$ cat config.mk
export PLATFORM = sky130hd
export DESIGN_NAME = s2p
export DESIGN_NICKNAME = d
export VERILOG_FILES = /design/src/rtl/serdes_pkg.sv /design/src/rtl/s2p.sv
export SDC_FILE = /design/constraint.sdc
export NUM_CORES = 1
export LEC_CHECK = 0
export CORE_AREA = 2 2 46 48
export CTS_CLUSTER_SIZE = 24
export DETAILED_ROUTE_END_ITERATION = 16
export DIE_AREA = 0 0 48 50
export PLACE_DENSITY_LB_ADDON = 0.12
export REMOVE_ABC_BUFFERS = 1
export SLEW_MARGIN = 25
export SYNTH_ARGS = -nofsm -noshare
export SYNTH_HDL_FRONTEND = slang
export SYNTH_SLANG_ARGS = --single-unit
$ cat constraint.sdc
create_clock -name clk -period 1.32 [get_ports clk]
set_input_delay 0.264 -clock clk [delete_from_list [all_inputs] [get_ports clk]]
set_output_delay 0.264 -clock clk [all_outputs]
set_load 0.005 [all_outputs]
$ cat src/rtl/serdes_pkg.sv
// Shared definitions for the serial link endpoints (p2s transmitter, s2p receiver).
// Bit-order selectors and the handshake-side tags live here so both ends agree.
package serdes_pkg;

  localparam bit LSB_FIRST = 1'b0;
  localparam bit MSB_FIRST = 1'b1;

  typedef enum logic {
    RX = 1'b0,
    TX = 1'b1
  } hs_side_e;

endpackage

$ cat src/rtl/s2p.sv
// Serial-to-parallel receiver: gathers N handshaken serial bits into a word and
// presents it through a one-word holding register on a valid/ready port.
module s2p #(
  parameter int N         = 8,
  parameter bit MSB_FIRST = serdes_pkg::LSB_FIRST
) (
  input  logic         clk,
  input  logic         rst,
  input  logic         s_valid,
  input  logic         s_data,
  output logic         s_ready,
  output logic         p_valid,
  output logic [N-1:0] p_data,
  input  logic         p_ready
);

  localparam int            CW   = (N > 2) ? $clog2(N) : 1;
  localparam logic [CW-1:0] LAST = CW'(N - 1);

  if (N < 2) begin : g_bad_width
    $error("s2p: N must be at least 2");
  end

  logic [CW-1:0] count;
  logic [N-1:0]  shift_reg;
  logic [N-1:0]  shift_nxt;
  logic          accept;
  logic          word_done;

  // Shifted value including the bit arriving this cycle; also what a completing word loads.
  always_comb begin
    shift_nxt = shift_reg;
    if (MSB_FIRST == serdes_pkg::MSB_FIRST) begin
      shift_nxt = {shift_reg[N-2:0], s_data};
    end else begin
      shift_nxt = {s_data, shift_reg[N-1:1]};
    end
  end

  // Only the final bit of a word is held off while the previous word is unclaimed;
  // built from registers alone so p_ready never reaches s_ready combinationally.
  assign s_ready   = !(p_valid && (count == LAST));
  assign accept    = s_valid && s_ready;
  assign word_done = accept && (count == LAST);

  // NOTE: sequential state is written with <= so every register samples pre-edge values.
  always_ff @(posedge clk) begin
    if (rst) begin
      count     <= '0;
      shift_reg <= '0;
      p_data    <= '0;
      p_valid   <= 1'b0;
    end else begin
      if (accept) begin
        shift_reg <= shift_nxt;
        count     <= word_done ? '0 : count + 1'b1;
      end
      // A completing word wins over a same-edge output handshake.
      if (word_done) begin
        p_data  <= shift_nxt;
        p_valid <= 1'b1;
      end else if (p_valid && p_ready) begin
        p_valid <= 1'b0;
      end
    end
  end

endmodule

==> Implementation_results.wiki <==
{| class="wikitable"
! Metric !! Value
|-
| Status || complete, but fails checks
|-
| Violated checks || negative setup slack
|-
| Yosys Warn Count || 0
|-
| Remaining design rule violation count || 0
|-
| Initial Util || 42.0%
|-
| Type of the tightest min-delay check || register to register
|-
| Crit path launch type || register
|-
| Area of the core || 1900 µm²
|-
| Peak supply drop || 0.566 mV
|-
| Worst setup timing slack at the placement stage || -188 ps
|-
| CTS tree || yes
|-
| Cells after Synth || 72
|-
| Final WS setup || -105 ps
|-
| Worst Hold Launch || p_data[1]
|-
| Die Outline Area || 2400 µm²
|-
| Worst hold stages || 2
|-
| Vertical die dimension || 50 µm
|-
| Category of the most critical setup path || register to register
|-
| Arrival time of the worst setup path || 1650 ps
|-
| Final cell count without fillers || 121
|-
| Rows || 16
|-
| Wire length of the first global-routing pass || 2480 µm
|-
| Detailed-routed wire length on met3 || 40 µm
|-
| Worst Max-Slew Pin Slew || 337 ps
|-
| Top library cells by usage in the layout, fill and taps aside || 21 x sky130_fd_sc_hd__nand2b_1, 16 x sky130_fd_sc_hd__mux2i_1, 11 x sky130_fd_sc_hd__dfxtp_2
|-
| Net count of the finished layout || 102
|-
| Critical register-to-register path endpoint || count[1]
|-
| Post-synthesis area per instance || 11.1 µm²
|-
| Critical path origin || count[0]
|-
| Top layer in use || met3
|-
| Hold Fails Final Rpt || 0
|-
| Leakage power total || 0.453 nW
|-
| Max reg flops || 8
|-
| Total global-route track usage || 14.3%
|-
| Maximum fanout along the worst path || 6
|-
| Number of distinct standard cells referenced by the synthesized netlist || 16
|-
| Number of inserted diodes || 0
|-
| Vias post-DR || 565
|-
| Vias in the first global route || 608
|-
| # Max-Cap Violations || 0
|-
| Minimum hold slack || 479 ps
|-
| Tcrit/Tclk final || 108%
|-
| Horizontal extent of the die || 48 µm
|-
| Worst slew margin relative to its limit || 77.4%
|-
| Final setup vio count || 13
|-
| Achievable frequency || 702 MHz
|-
| Portion of the post-synthesis area used by sequential elements || 47.6%
|-
| Most frequent standard cell in the layout excluding fill and tap cells || sky130_fd_sc_hd__nand2b_1
|-
| First DRT Iteration DRCs || 3
|-
| Root Buffer Master || sky130_fd_sc_hd__clkbuf_4
|-
| Clock tree sinks || 19
|-
| Reg2reg start || count[0]
|-
| Maximum number of pins on one net before global-route repair || 12
|-
| Vias per cell || 4.67
|-
| Placed wire-length estimate after detailed placement || 957 µm
|-
| Setup repair after global routing missed its margin || true
|-
| Total power per unit cell area || 891 nW/µm²
|-
| Share of final-layout standard cells stronger than drive strength 1 || 30.9%
|-
| FF-to-FF setup slack || -100 ps
|-
| Synth Register Bits || 19
|-
| Met2 wire length || 664 µm
|-
| Final Slew Violations || 0
|-
| Required @ worst endpoint || 1540 ps
|-
| Synthesized area || 798 µm²
|-
| Relative area change from synthesis to final layout || 34.2%
|-
| Number of input and output port buffers inserted || 14
|-
| Clock latency reported for the late side of the worst-skew pair || 290 ps
|-
| Deepest level of the CTS H-tree || 1
|-
| Sink of the worst hold path || p_data[1]
|-
| Met1 wire length || 703 µm
|-
| Cells on worst reg2reg path || 5
|-
| Antenna violations before repair || 0
|-
| Total power of the final layout || 0.000955 W
|-
| Total congestion overflow || 0
|-
| Top-level port count || 15
|-
| Sort of element at the end of the critical path || register
|-
| Placed Cells incl. Taps || 116
|-
| Wire length reported by the detailed router || 1410 µm
|-
| Clock transition at the registers of the reported paths || 110 ps
|-
| Routability Congestion || 0.783
|-
| Post-DRT Antenna Nets || 0
|-
| Post-Route Skew || 7.45 ps
|-
| Clock Tree Buf Depth || 2
|-
| TritonCTS buffer count || 3
|-
| Time the final worst path needs with I/O delays and setup || 1420 ps
|-
| Wirelength per Cell || 11.6 µm
|-
| First-pass detailed-route iteration total || 2
|}
-- per-layer routing --
metal,track usage (%),vias to the layer above
met4,5.41,0
li1,-,290
met1,19.1,265
met2,21.8,10
met5,0,-
met3,3.30,0
-- through the flow --
step	area, µm²	setup TNS, ps	util [%]
floorplan	774	-316	-
global placement	1000	-1660	52.6
detailed placement	1000	-1950	52.6
CTS	1070	-629	56.3
global route	1070	-1250	56.3
finish	1070	-534	56.3
-- synth_stat cells (all sizes together) --
cell / instances / area [µm²]
nand2b: 21 / 131
or4bb: 1 / 11.3
o21ai: 2 / 10.0
ha: 2 / 25.0
nand3b: 1 / 7.51
mux2i: 16 / 160
a21bo: 1 / 10.0
nand2: 1 / 3.75
a21oi: 1 / 5.00
dfxtp: 19 / 380
buf: 2 / 16.3
clkbuf: 2 / 7.51
a21boi: 1 / 11.3
and3b: 1 / 8.76
or4b: 1 / 10.0
-- where the power goes --
part            total, W  switching, W  internal [W]
clock           0.000291      0.000179      0.000113
sequential      0.000590    0.00000651      0.000583
combinational  0.0000737     0.0000284     0.0000454
total           0.000955      0.000214      0.000741
-- worst max-delay path, stage by stage, from the launching register on --
cell	delay [ps]
sky130_fd_sc_hd__dfxtp_2	350
sky130_fd_sc_hd__ha_4	160
sky130_fd_sc_hd__ha_4	150
sky130_fd_sc_hd__buf_6	120
sky130_fd_sc_hd__or4bb_1	480
sky130_fd_sc_hd__o21ai_1	100
-- final cells by class --
| type | instances | area [µm²] |
|---|---|---|
| Clock buffer | 3 | 22.5 |
| Clock inverter | 1 | 5.00 |
| Fill cell | 177 | 831 |
| Multi-Input combinational cell | 49 | 420 |
| Sequential cell | 19 | 394 |
| Tap cell | 27 | 33.8 |
| Timing Repair Buffer | 22 | 195 |
-- worst max path at each step --
stage	depth (start not counted)	slack, ps	to
after floorplan	4	-40	p_data[0]
after global placement	4	-150	s_ready
after detailed placement	4	-190	s_ready
after CTS	5	-100	count[0]
after global routing	5	-160	shift_reg[6]
final	5	-100	count[1]
-- cells by family (layout without fill, tap and decap cells) --
| logic type | count (synthesis) | after routing | synth area share (%) |
|---|---|---|---|
| AOI/OAI and AO/OA | 5 | 5 | 4.54 |
| and+or+nand+nor | 26 | 26 | 21.6 |
| buffers and inverters | 4 | 26 | 2.98 |
| adders and majority gates | 2 | 2 | 3.13 |
| DFF | 19 | 19 | 47.6 |
| muxes | 16 | 16 | 20.1 |
-- repair_timing --
action                                 in CTS  in global routing
cloned                                      0                  0
setup endpoints to repair                  27                 15
hold buffers                                0                  0
endpoints found under the hold margin       0                  0
pin swaps                                   2                  0
buffers inserted                            1                  0
gates resized for setup                    34                  0
No activity file was read; power rests on OpenSTA's default activity.
